--- src/rtl/data_mem_pkg.sv ---
// Shared constants and helpers for the byte-addressed data memory.
// Byte-index wrap and reset pattern live here so the read and write paths agree.
package data_mem_pkg;

    localparam int ADDR_W_DEF     = 4;
    localparam int BYTES_PER_WORD = 4;

    function automatic logic [7:0] resetByte(input int unsigned idx);
        return idx[7:0];
    endfunction

    function automatic int unsigned wrapIndex(input int unsigned base,
                                              input int unsigned lane,
                                              input int unsigned addrW);
        return (base + lane) & ((32'd1 << addrW) - 32'd1);
    endfunction

endpackage

--- src/rtl/data_mem_word_gather.sv ---
// Combinational big-endian gather of four consecutive bytes, wrapping at the top of memory.
module data_mem_word_gather
    import data_mem_pkg::*;
#(
    parameter int ADDR_W = ADDR_W_DEF
) (
    input  logic [7:0]        bytes_i [2**ADDR_W],
    input  logic [ADDR_W-1:0] byte_addr_i,
    output logic [31:0]       word_o
);

    // Lane 0 is the most-significant byte and sits at the base address.
    always_comb begin
        word_o = '0;
        for (int unsigned lane = 0; lane < BYTES_PER_WORD; lane++) begin
            word_o[31-8*lane -: 8] =
                bytes_i[ADDR_W'(wrapIndex(32'(byte_addr_i), lane, ADDR_W))];
        end
    end

endmodule

--- src/rtl/data_mem.sv ---
// Byte-addressed data memory with 32-bit big-endian word access at any byte address.
// Reads are combinational; writes commit on the rising clock edge.
module data_mem
    import data_mem_pkg::*;
#(
    parameter int ADDR_W = ADDR_W_DEF,
    parameter int DATA_W = 32
) (
    input  logic              clk,
    input  logic              rst_n,
    output logic [DATA_W-1:0] out,
    input  logic [ADDR_W-1:0] byte_addr,
    input  logic [DATA_W-1:0] data_i,
    input  logic              e_read,
    input  logic              e_write
);

    localparam int DEPTH = 2**ADDR_W;

    logic [7:0]  memQ [DEPTH];
    logic [7:0]  memD [DEPTH];
    logic [31:0] gatheredWord;

    // Write-lane decode mirrors the read gather: lane 0 takes the top byte.
    always_comb begin
        memD = memQ;
        if (e_write) begin
            for (int unsigned lane = 0; lane < BYTES_PER_WORD; lane++) begin
                memD[ADDR_W'(wrapIndex(32'(byte_addr), lane, ADDR_W))] =
                    data_i[31-8*lane -: 8];
            end
        end
    end

    always_ff @(posedge clk or negedge rst_n) begin
        if (!rst_n) begin
            for (int i = 0; i < DEPTH; i++) begin
                memQ[i] <= resetByte(i);
            end
        end else begin
            memQ <= memD;
        end
    end

    data_mem_word_gather #(
        .ADDR_W(ADDR_W)
    ) u_gather (
        .bytes_i    (memQ),
        .byte_addr_i(byte_addr),
        .word_o     (gatheredWord)
    );

    assign out = e_read ? DATA_W'(gatheredWord) : '0;

endmodule

--- config.mk ---
export PLATFORM = sky130hd
export DESIGN_NAME = data_mem
export DESIGN_NICKNAME = d
export VERILOG_FILES = /design/src/rtl/data_mem_pkg.sv /design/src/rtl/data_mem_word_gather.sv /design/src/rtl/data_mem.sv
export SDC_FILE = /design/constraint.sdc
export NUM_CORES = 1
export LEC_CHECK = 0
export BUFFER_PORTS_ARGS = -buffer_cell sky130_fd_sc_hd__buf_4
export CORE_UTILIZATION = 35
export DETAILED_ROUTE_END_ITERATION = 12
export PLACE_DENSITY_LB_ADDON = 0.15
export SYNTH_ARGS = -nofsm -noshare
export SYNTH_HDL_FRONTEND = slang
export SYNTH_HIERARCHICAL = 1
export SYNTH_SLANG_ARGS = --single-unit
--- constraint.sdc ---
create_clock -name clk -period 9.9 [get_ports clk]
set_clock_uncertainty 0.05 [all_clocks]
set_input_delay 1.485 -clock clk [delete_from_list [all_inputs] [get_ports clk]]
set_output_delay 1.485 -clock clk [all_outputs]
set_load 0.1 [all_outputs]
==> Word-level counts from Yosys, hierarchy flattened <==
Index checks and enable logic that the tools add are counted.
{ "word_totals": {"reg_bits": 128, "inputBits": 40, "out_inout_bits": 32, "wordCells": 60} }
{ "op_classes": {"addsub": 3, "n_lt_le_gt_ge": 8, "muxes": 25, "n_bitwise": 4, "n_reduce_logical": 4} }
{ "op_table": {"columns": ["cell", "count"], "rows": [
  ["$bwmux W128", 4],
  ["$bmux W8 S4", 4],
  ["$demux W8 S4", 4],
  ["$mux W8", 12],
  ["$mux W32", 1],
  ["$ge A5 B5 Y1 const B", 4],
  ["$lt A5 B1 Y1 const B", 4],
  ["$not A4 Y5", 4],
  ["$add A4 B2 Y4 const B", 2],
  ["$add A4 B1 Y4 const B", 1],
  ["$logic_and A1 B1 Y1", 4]
]} }

==> Depth between registers and ports, before layout <==
Gate-level depths: netlist of run 1.
{ "logic_depth": {"word_depth": 9, "depth_mapped": 12, "ltp_nobuf": 7} }

==> Hierarchy <==
The synthesis of run 1 kept the hierarchy.
{ "by_module_without_submodules": {"columns": ["module", "n_inst", "cells_each", "area_per_inst_um2", "seq_area_each_um2"], "rows": [
  ["data_mem", 1, 954, 8526.9, 3243.1],
  ["data_mem_word_gather", 1, 290, 4042.6, 0.0]
]} }

==> Worst setup path after synthesis of run 1 <==
OpenSTA, ideal clock, no wires.
{ "synth_timing": {"path_type": "input to output", "start": "in byte_addr[1]", "end": "out out[1]", "t_arrival_ns": 4.280, "required_time_ns": 8.365, "setup_slack_ns": 4.085, "stages": 10, "n_path_buf": 5, "cell_sequence": "buf_2 buf_4 buf_4 inv_1 ha_1 buf_4 buf_2 mux4_2 mux2i_1 and2_1"} }
{ "synth_via": {"elab_chain_len": 6} }
{ "synth_rtl": {"columns": ["item", "line", "rtl"], "rows": [
  ["start, declared", "data_mem.sv:12", "input logic [ADDR_W-1:0] byte_addr,"],
  ["$add A4 B2 Y4", "data_mem_pkg.sv:15", "return (base + lane) & ((32'd1 << addrW) - 32'd1);"],
  ["$not A4 Y5 (implied by the code)", "data_mem_word_gather.sv:17", "bytes_i[ADDR_W'(wrapIndex(32'(byte_addr_i), lane, ADDR_W))];"],
  ["$bmux W8 S4", "data_mem_word_gather.sv:17", null],
  ["$mux W8 (implied by the code) (2 in a row)", "data_mem_word_gather.sv:17", null],
  ["via gatheredWord[1]", "data_mem.sv:22", "logic [31:0] gatheredWord;"],
  ["$mux W32", "data_mem.sv:53", "assign out = e_read ? DATA_W'(gatheredWord) : '0;"],
  ["end, declared", "data_mem.sv:11", "output logic [DATA_W-1:0] out,"]
]} }
The timed path passes the listed nets, and every way through them passes these cells. The select of a mux whose other input is x is not followed.

==> Final worst setup path of run 1 <==
{ "layout_timing": {"start": "in byte_addr[0]", "end": "out out[2]"} }
Same word-level chain as after synthesis.

==> run_results.csv, run 1 <==
group,metric,value,unit
synth,netlist.area_leader.share,19.11,%
cells_and_area,layout.nets,1258,
synth,ys_seq_elements,128,
flow_run,drv_cap,0,
cts,clk_path_buf_depth,2,
pwr,ir_worst_vdd,0.1185,mV
cells_and_area,syn_to_final_growth,9.327,%
timing,tns,0,ns
synth,synth_edf_count,0,
timing,report.final.slew_viol_count,0,
global_routing,grt.overflow.total,0,
cells_and_area,fin_cells,1686,
worst_setup_path,cp_slowest_cell,"ha_4",
cells_and_area,regMostFlops,"memQ",
timing,worst_slew_pin_slew,1.259,ns
cells_and_area,final_common_cell,"nor2_1",
worst_setup_path,arrival,4.72,ns
routing,via_per_inst,6.639,
synth,synthTopCellsByArea,"dfrtp_1 19%, mux4_2 19%, mux2i_1 9.3%, dfstp_2 6.7%, a221oi_1 6.3%",
worst_setup_path,path_cells,"buf_6 > inv_2 > ha_4 > mux2i_1 > mux4_2 > mux2i_1 > and2_1 > buf_4",
placement,place_congestion,0.9125,
routing,drt_iter0_markers,1505,
worst_setup_path,cp.required,8.37,ns
routing,ant_nets,0,
cts,path_clk_slew,0.07,ns
routing,wire_per_inst,29.93,um
timing,finalHoldViolCount,0,
synth,yosysWarnings,6,
floorplanning,row_count,69,
synth,syn_nets,1290,
cells_and_area,seq_area,0.003243,mm^2
routing,firstDrtPassIters,6,
cells_and_area,top_regs,"memQ (128)",
worst_setup_path,critical_path_buf_inv_count,3,
cts,cts_hold_buf,0,
cells_and_area,fillers,3537,
worst_setup_path,cp_common_cell,"mux2i_1",
cells_and_area,n_antenna_cell,0,
timing,rsz0062_at_grt,"no",
cts,htreeDepth,4,
timing,fin_crit_sh,63.22,%
worst_setup_path,end_kind,"output port",
pwr,power_density,169.6,mW/mm^2
worst_setup_path,worstSetupPathType,"in2out",
floorplanning,start_util,35.42,%
pwr,leakage,5.351,nW
cts,cts_made_buffers,17,
floorplanning,io_pins,72,
global_routing,grt_pass1_vias,10540,
synth,syn_avg_cell_area,10.10,um^2
min_path,hp-class,"reg2reg",
floorplanning,die_w,191.5,um
synth,yosysUniqueCellTypes,71,
timing,period_minus_slack,6.259,ns
cts,cts-root-buf,"clkbuf_16",
worst_setup_path,cp-start-kind,"input port",
status,status,"complete, no violations",
routing,dr_total_vias,11190,
floorplanning,die_height,191.5,um
timing,fmax,159.8,MHz
worst_setup_path,cp_max_fo,68,
routing,drc,0,
synth,ys_seq_area_share,25.80,%
cells_and_area,largest_reg_flops,128,
placement,dpl.cell_count,1654,
synth,synth_cells,1244,
worst_setup_path,path_delay_family,"buffers and inverters",
placement,portBuffers,71,
floorplanning,core-area,0.03548,mm^2
cts,clk_latency,0.43,ns
global_routing,antenna_found_initial,0,
global_routing,grt_pass1_wl,73800,um
floorplanning,fp.dieArea,0.03667,mm^2
cells_and_area,multi_input_area,0.008626,mm^2
synth,async_flop_share,100.0,%
cts,cts-resized-gates,0,
synth,yosys.area.top_type,"dfrtp_1",
placement,dp_hpwl,36870,um
cts,cts_tree,"done",
timing,finalSetupViolCount,0,
timing,max_slew_margin,13.67,%
routing,routed_wl,50460,um
cells_and_area,final_cell_mix,"120 x nor2_1, 117 x mux2i_1, 114 x nand2_1",
synth,synth_flop_cell,"dfrtp_1",
global_routing,track_usage,27.95,%
cells_and_area,drive_gt1_share,29.55,%
cts,postCtsSetupBuffers,0,
worst_setup_path,cp_slowest_stage_delay,0.99,ns
global_routing,grt_max_degree,73,
cts,cts.sinks,128,
synth,syn_area,0.01257,mm^2
[path summary, 6_finish.rpt]
| kind | depth (start not counted) | end | slack, ns | start |
|---|---|---|---|---|
| hold / removal | 2 | memQ[112] | 0.45 | memQ[112] |
| max in group asynchronous | 2 | memQ[39] | 7.26 | rst_n |
| setup reg to reg | 1 | memQ[60] | 8.88 | memQ[60] |
| setup / recovery | 8 | out[2] | 3.64 | byte_addr[0] |
| min in group asynchronous | 1 | memQ[88] | 1.15 | rst_n |
| hold reg to reg | 2 | memQ[112] | 0.45 | memQ[112] |
[layout make-up]
class                           instances  area share [%]
Multi-Input combinational cell        975           62.77
Sequential cell                       128           23.60
Timing Repair Buffer                   80           4.398
Tap cell                              461           4.197
Clock buffer                           18           3.123
Clock inverter                         14           1.639
Inverter                               10          0.2732
[layer usage]
layer  up-vias  global-route usage [%]  routed length, um
li1       4797                       -                  -
met1      5662                   41.63              23230
met2       640                   39.14              20690
met3        95                   6.719               4855
met4         0                   9.096               1681
met5         -                       0                  0
[report_power, final]
part / switching (mW) / total (mW) / internal [mW]
clock network: 0.270 / 0.723 / 0.453
registers: 0.187 / 0.814 / 0.627
logic: 0.460 / 0.793 / 0.333
total: 0.918 / 2.33 / 1.41
[cell usage after synthesis (all sizes together), types with 2 or more instances]
cell type,instances
a211oi,5
a21boi,5
a21oi,12
a221o,4
a221oi,91
a222oi,6
a22o,12
a22oi,27
a2bb2oi,3
a31o,5
a32o,3
a32oi,3
and2,37
and3,15
buf,88
clkbuf,43
dfrtp,96
dfstp,32
ha,6
inv,10
mux2,65
mux2i,117
mux4,105
nand2,114
nand2b,7
nand3,14
nand4,3
nor2,120
nor2b,7
nor3,26
o21ai,105
o22a,2
o22ai,4
o2bb2ai,19
o31ai,11
or3,2
xnor2,3
xor2,5
[through the flow]
stage	power (mW)	util (%)	worst slack (ns)	hold WS (ns)	cell area, um^2
after floorplan	1.313	-	4.085	0.4212	12570
after global placement	1.583	36.88	3.673	0.4379	13090
after detailed placement	1.596	36.88	3.626	0.4439	13090
after CTS	2.313	38.73	3.628	0.4539	13740
after global routing	2.408	38.73	3.359	0.4652	13740
final	2.330	38.73	3.641	0.4516	13740
[cell families after synthesis]
| family | count (synthesis) | share of synthesized area (%) |
|---|---|---|
| AO/OA/AOI/OAI | 323 | 19.20 |
| adder cells (fa/ha/maj) | 6 | 0.5972 |
| AND/OR/NAND/NOR | 351 | 13.20 |
| buffers and inverters | 141 | 5.913 |
| XOR/XNOR | 8 | 1.095 |
| multiplexers | 287 | 34.19 |
| flip-flops | 128 | 25.80 |
Power figures use the tool's default switching activity.
==> run 2, diff against run 1 <==
ABC_AREA = 1   (was not set)
clock period = 6.38 ns   (was 9.9 ns; I/O delays follow)
==> run 2 against run 1 <==
Effect of this change: via count grew 58%; core utilization grew 0.35 points; wire length grew 37%; setup slack lost 2.2 ns; critical endpoint is now out[9]; largest power group is now combinational logic.
==> run_results.csv, run 2 <==
group,metric,value,unit
cells_and_area,top_regs,"memQ (128)",
routing,dr_total_vias,17660,
cts,clk_path_buf_depth,2,
worst_setup_path,end_kind,"output port",
cells_and_area,final_cell_area,0.01486,mm^2
cts,cts-resized-gates,0,
worst_setup_path,r2r_slack,5.48,ns
cts,cts-root-buf,"clkbuf_16",
synth,ys_top_cells_by_count,"1220 x nand2_1, 579 x nand3_1, 131 x inv_1, 118 x nor2_1, 96 x dfrtp_1",
status,status,"complete, no violations",
cells_and_area,n_antenna_cell,0,
cts,cts_tree,"done",
worst_setup_path,worstSetupPathType,"in2out",
global_routing,antenna_found_initial,0,
cts,clk_latency,0.43,ns
floorplanning,core-area,0.03802,mm^2
worst_setup_path,cp_max_fo,65,
synth,yosysWarnings,6,
timing,rsz0062_at_grt,"no",
pwr,switching_share,45.42,%
synth,synthTopCellsByArea,"nand2_1 34%, nand3_1 21%, dfrtp_1 18%, dfstp_2 6.2%, inv_1 3.6%",
synth,yosysUniqueCellTypes,30,
cells_and_area,final_common_cell,"nand2_1",
timing,worst_slack,1.477,ns
timing,fin_crit_sh,76.85,%
global_routing,track_usage,34.96,%
floorplanning,die_w,199.3,um
synth,ys_seq_elements,128,
floorplanning,fp.dieArea,0.03972,mm^2
synth,synth.most_common_cell,"nand2_1",
pwr,clockPowerShare,27.9,%
pwr,p_int,1.833,mW
synth,yosys.area.top_type,"nand2_1",
cts,cts_made_buffers,17,
routing,wire_per_inst,22.76,um
synth,syn_avg_cell_area,5.375,um^2
timing,max_slew_margin,35.97,%
floorplanning,start_util,35.84,%
placement,place_congestion,1.066,
synth,synth_flop_cell,"dfrtp_1",
flow_run,drv_cap,0,
pwr,p_seq_share,34.5,%
timing,worst_slew_pin_slew,0.9570,ns
min_path,hold_end,"memQ[33]",
routing,routed-wl-met2,28290,um
timing,tns,0,ns
timing,fmax,204.0,MHz
global_routing,grt_pass1_wl,101400,um
pwr,leakage,8.022,nW
min_path,whs_path_depth,2,
global_routing,grt_pass1_vias,15700,
routing,drt_iter0_markers,2416,
pwr,comb_power_share,37.6,%
routing,firstDrtPassIters,6,
floorplanning,row_count,71,
routing,drc,0,
min_path,worstHoldStart,"memQ[33]",
floorplanning,io_pins,72,
pwr,p_sw,1.525,mW
pwr,power_density,226.0,mW/mm^2
routing,wl_met1,28480,um
cells_and_area,layout.nets,2551,
routing,met3_length,8229,um
routing,routed_wl,68940,um
worst_setup_path,r2r_cells,2,
timing,finalSetupViolCount,0,
worst_setup_path,arrival,3.90,ns
global_routing,grt_max_degree,78,
timing,report.final.slew_viol_count,0,
pwr,ir_worst_vdd,0.2037,mV
routing,highest_layer,"met4",
synth,ys_seq_area_share,23.80,%
synth,async_flop_share,100.0,%
pwr,power,3.358,mW
placement,dpl.cell_count,2997,
synth,synth_edf_count,0,
worst_setup_path,cp-start-kind,"input port",
worst_setup_path,r2r_start,"memQ[73]",
cts,cts_hold_buf,0,
cells_and_area,final_cell_mix,"1220 x nand2_1, 579 x nand3_1, 130 x inv_1",
synth,syn_area,0.01363,mm^2
placement,dp_hpwl,50840,um
placement,portBuffers,71,
cells_and_area,largest_reg_flops,128,
cells_and_area,final_util,39.08,%
min_path,hp-class,"reg2reg",
cells_and_area,drive_gt1_share,8.817,%
floorplanning,die_height,199.3,um
cts,htreeDepth,4,
placement,dp_slack,1.631,ns
worst_setup_path,startpoint,"byte_addr[1]",
cells_and_area,syn_to_final_growth,9.045,%
placement,post_dp_cell_area,0.01429,mm^2
timing,whs,0.4345,ns
timing,finalHoldViolCount,0,
timing,period_minus_slack,4.903,ns
cells_and_area,fin_cells,3029,
synth,synth_cells,2535,
synth,netlist.area_leader.share,33.61,%
routing,ant_nets,0,
worst_setup_path,cp.required,5.37,ns
cts,postCtsSetupBuffers,0,
worst_setup_path,r2r_end,"memQ[73]",
global_routing,grt.overflow.total,0,
cells_and_area,regMostFlops,"memQ",
cts,cts.sinks,128,
cts,path_clk_slew,0.06,ns
synth,syn_nets,2581,
routing,via_per_inst,5.829,
## run 2: kinds of logic after synthesis
group | Yosys count | synth area share, %
simple gates | 2002 | 62.38
flops | 128 | 23.80
compound gates | 110 | 4.408
fa+ha+maj | 6 | 0.5509
buf+inv | 289 | 8.861
## run 2: critical path: stages
cell	delay, ns
buf_4	0.19
inv_2	0.09
buf_4	0.59
ha_1	0.61
inv_1	0.57
nand3_1	0.14
nand2_1	0.11
nand2_1	0.07
nand2_1	0.11
nand2_1	0.06
inv_1	0.07
buf_4	0.28
## run 2: area by class of cell
type	instances	area [um^2]
Fill cell	4335	23160
Clock buffer	18	439.2
Inverter	154	580.6
Sequential cell	128	3243
Multi-Input combinational cell	2118	9178
Tap cell	511	639.4
Clock inverter	14	132.6
Timing Repair Buffer	86	645.6
## run 2: how the worst max path moves through the flow
stage / to / slack (ns) / cells after the start
final: out[9] / 1.48 / 12
after global routing: out[10] / 1.31 / 12
after CTS: out[9] / 1.63 / 12
after detailed placement: out[9] / 1.63 / 12
after global placement: out[9] / 1.71 / 12
after floorplan: out[10] / 2.29 / 13
## run 2: power by group through the flow
stage	clock, mW	combinational (mW)	sequential, mW
final	0.937	1.26	1.16
after global routing	0.988	1.36	1.17
after CTS	0.953	1.23	1.15
after detailed placement	0	1.22	1.16
after global placement	0	1.23	1.16
after floorplan	0	0.869	1.04
## run 2: per-layer routing
layer  vias up  track usage [%]
met1      8158            47.94
met3       224            7.781
met2      1183            50.78
met5         -                0
li1       8091                -
met4         0            18.43
==> run 3, diff against run 2 <==
ABC_AREA = 0   (was 1)
clock period = 4.2 ns   (was 6.38 ns; I/O delays follow)
==> run 3 against run 2 <==
Effect of this change: sequential share of layout area up 1.3 points; sequential cell count unchanged; cell count is 43% lower; largest power group unchanged.
==> run_results.csv, run 3 (synthesized netlist as in run 1, its figures left out) <==
group,metric,value,unit
status,status,"complete, no violations",
worst_setup_path,critical_path_buf_inv_count,4,
floorplanning,start_util,35.42,%
cts,cts-resized-gates,0,
global_routing,grt.overflow.total,0,
placement,dp_hpwl,37900,um
timing,max_slew_margin,25.16,%
timing,tns,0,ns
cells_and_area,fin_cells,1722,
routing,ant_nets,0,
cts,clk_path_buf_depth,2,
global_routing,antenna_found_initial,0,
worst_setup_path,cp-start-kind,"input port",
routing,routed_wl,51460,um
timing,finalSetupViolCount,0,
timing,worst_slew_pin_slew,1.091,ns
worst_setup_path,path_delay_family,"buffers and inverters",
routing,drc,0,
floorplanning,fp.dieArea,0.03667,mm^2
floorplanning,die_height,191.5,um
cells_and_area,top_regs,"memQ (128)",
cts,cts_hold_buf,0,
timing,report.final.slew_viol_count,0,
timing,fmax,278.0,MHz
min_path,hp-class,"in2async",
cts,cts-root-buf,"clkbuf_16",
cts,cts_tree,"done",
timing,fin_crit_sh,85.64,%
timing,period_minus_slack,3.597,ns
worst_setup_path,worstSetupPathType,"in2out",
routing,drt_iter0_markers,1653,
worst_setup_path,end_kind,"output port",
pwr,power_density,386.4,mW/mm^2
cts,path_clk_slew,0.06,ns
placement,place_congestion,0.9426,
routing,wire_per_inst,29.88,um
cells_and_area,layout.nets,1294,
pwr,leakage,5.520,nW
cts,cts.sinks,128,
cells_and_area,drive_gt1_share,31.56,%
routing,dr_total_vias,11400,
pwr,power,5.422,mW
worst_setup_path,cp.required,3.52,ns
worst_setup_path,cp_common_cell,"buf_4",
global_routing,grt_pass1_wl,75820,um
worst_setup_path,path_cells,"buf_4 > inv_1 > ha_4 > buf_4 > mux2i_1 > mux4_2 > mux2i_1 > and2_1 > buf_4",
cells_and_area,regMostFlops,"memQ",
floorplanning,die_w,191.5,um
placement,dpl.cell_count,1690,
global_routing,track_usage,28.69,%
timing,finalHoldViolCount,0,
cts,clk_latency,0.43,ns
cts,postCtsSetupBuffers,0,
cells_and_area,n_antenna_cell,0,
worst_setup_path,cp_slowest_cell,"ha_4",
floorplanning,core-area,0.03548,mm^2
cells_and_area,largest_reg_flops,128,
placement,portBuffers,71,
timing,whs,0.2245,ns
routing,firstDrtPassIters,6,
cells_and_area,final_common_cell,"nor2_1",
cells_and_area,syn_to_final_growth,11.63,%
cts,cts_made_buffers,17,
worst_setup_path,arrival,2.92,ns
routing,via_per_inst,6.617,
floorplanning,row_count,69,
timing,rsz0062_at_grt,"no",
pwr,ir_worst_vdd,0.2739,mV
global_routing,grt_pass1_vias,10920,
floorplanning,io_pins,72,
global_routing,grt_max_degree,105,
worst_setup_path,cp_max_fo,26,
worst_setup_path,cp_slowest_stage_delay,0.53,ns
flow_run,drv_cap,0,
cts,htreeDepth,4,
cells_and_area,final_cell_mix,"120 x nor2_1, 117 x mux2i_1, 114 x nand2_1",
run 3: changes by cell type in the layout (fill, tap and decap cells not counted), sizes merged, moves of 65 or more:
| cell | delta |
|---|---|
| mux2 | +65 |
| nand2 | -1127 |
| mux2i | +117 |
| a221oi | +91 |
| inv | -139 |
| nand3 | -569 |
| mux4 | +105 |
run 3: routing by layer:
layer,track usage (%),wire (um)
met4,8.944,1471
met5,0,0
met3,6.609,5516
met2,40.71,21420
met1,42.63,23050
run 3: report_power, final:
part | total [mW] | switching [mW] | internal [mW]
clock network | 1.58 | 0.635 | 0.945
logic | 1.93 | 1.11 | 0.822
registers | 1.91 | 0.435 | 1.48
run 3: final cells by class:
type,count,area (um^2)
repair buffers,116,937.1
well taps,461,576.8
inverters,10,37.54
flip-flops and latches,128,3243
clock inverters,14,181.4
clock buffers,18,429.2
multi-input cells,975,8626
fillers,3532,21450
run 3: final timing paths:
path,startpoint,to,slack [ns],cells past startpoint
hold reg to reg,memQ[65],memQ[65],0.45,2
min in group clk,memQ[65],memQ[65],0.45,2
hold / removal,rst_n,memQ[92],0.22,1
setup / recovery,byte_addr[1],out[7],0.60,9
max in group asynchronous,rst_n,memQ[1],2.96,2
setup reg to reg,memQ[78],memQ[78],3.18,1
run 3: stage by stage:
| stage | util [%] | area [um^2] | setup WS (ns) |
|---|---|---|---|
| floorplan | - | 12570 | 0.09478 |
| global placement | 37.82 | 13420 | 0.6264 |
| detailed placement | 37.82 | 13420 | 0.6040 |
| CTS | 39.54 | 14030 | 0.6046 |
| global route | 39.54 | 14030 | 0.4758 |
| finish | 39.54 | 14030 | 0.6033 |
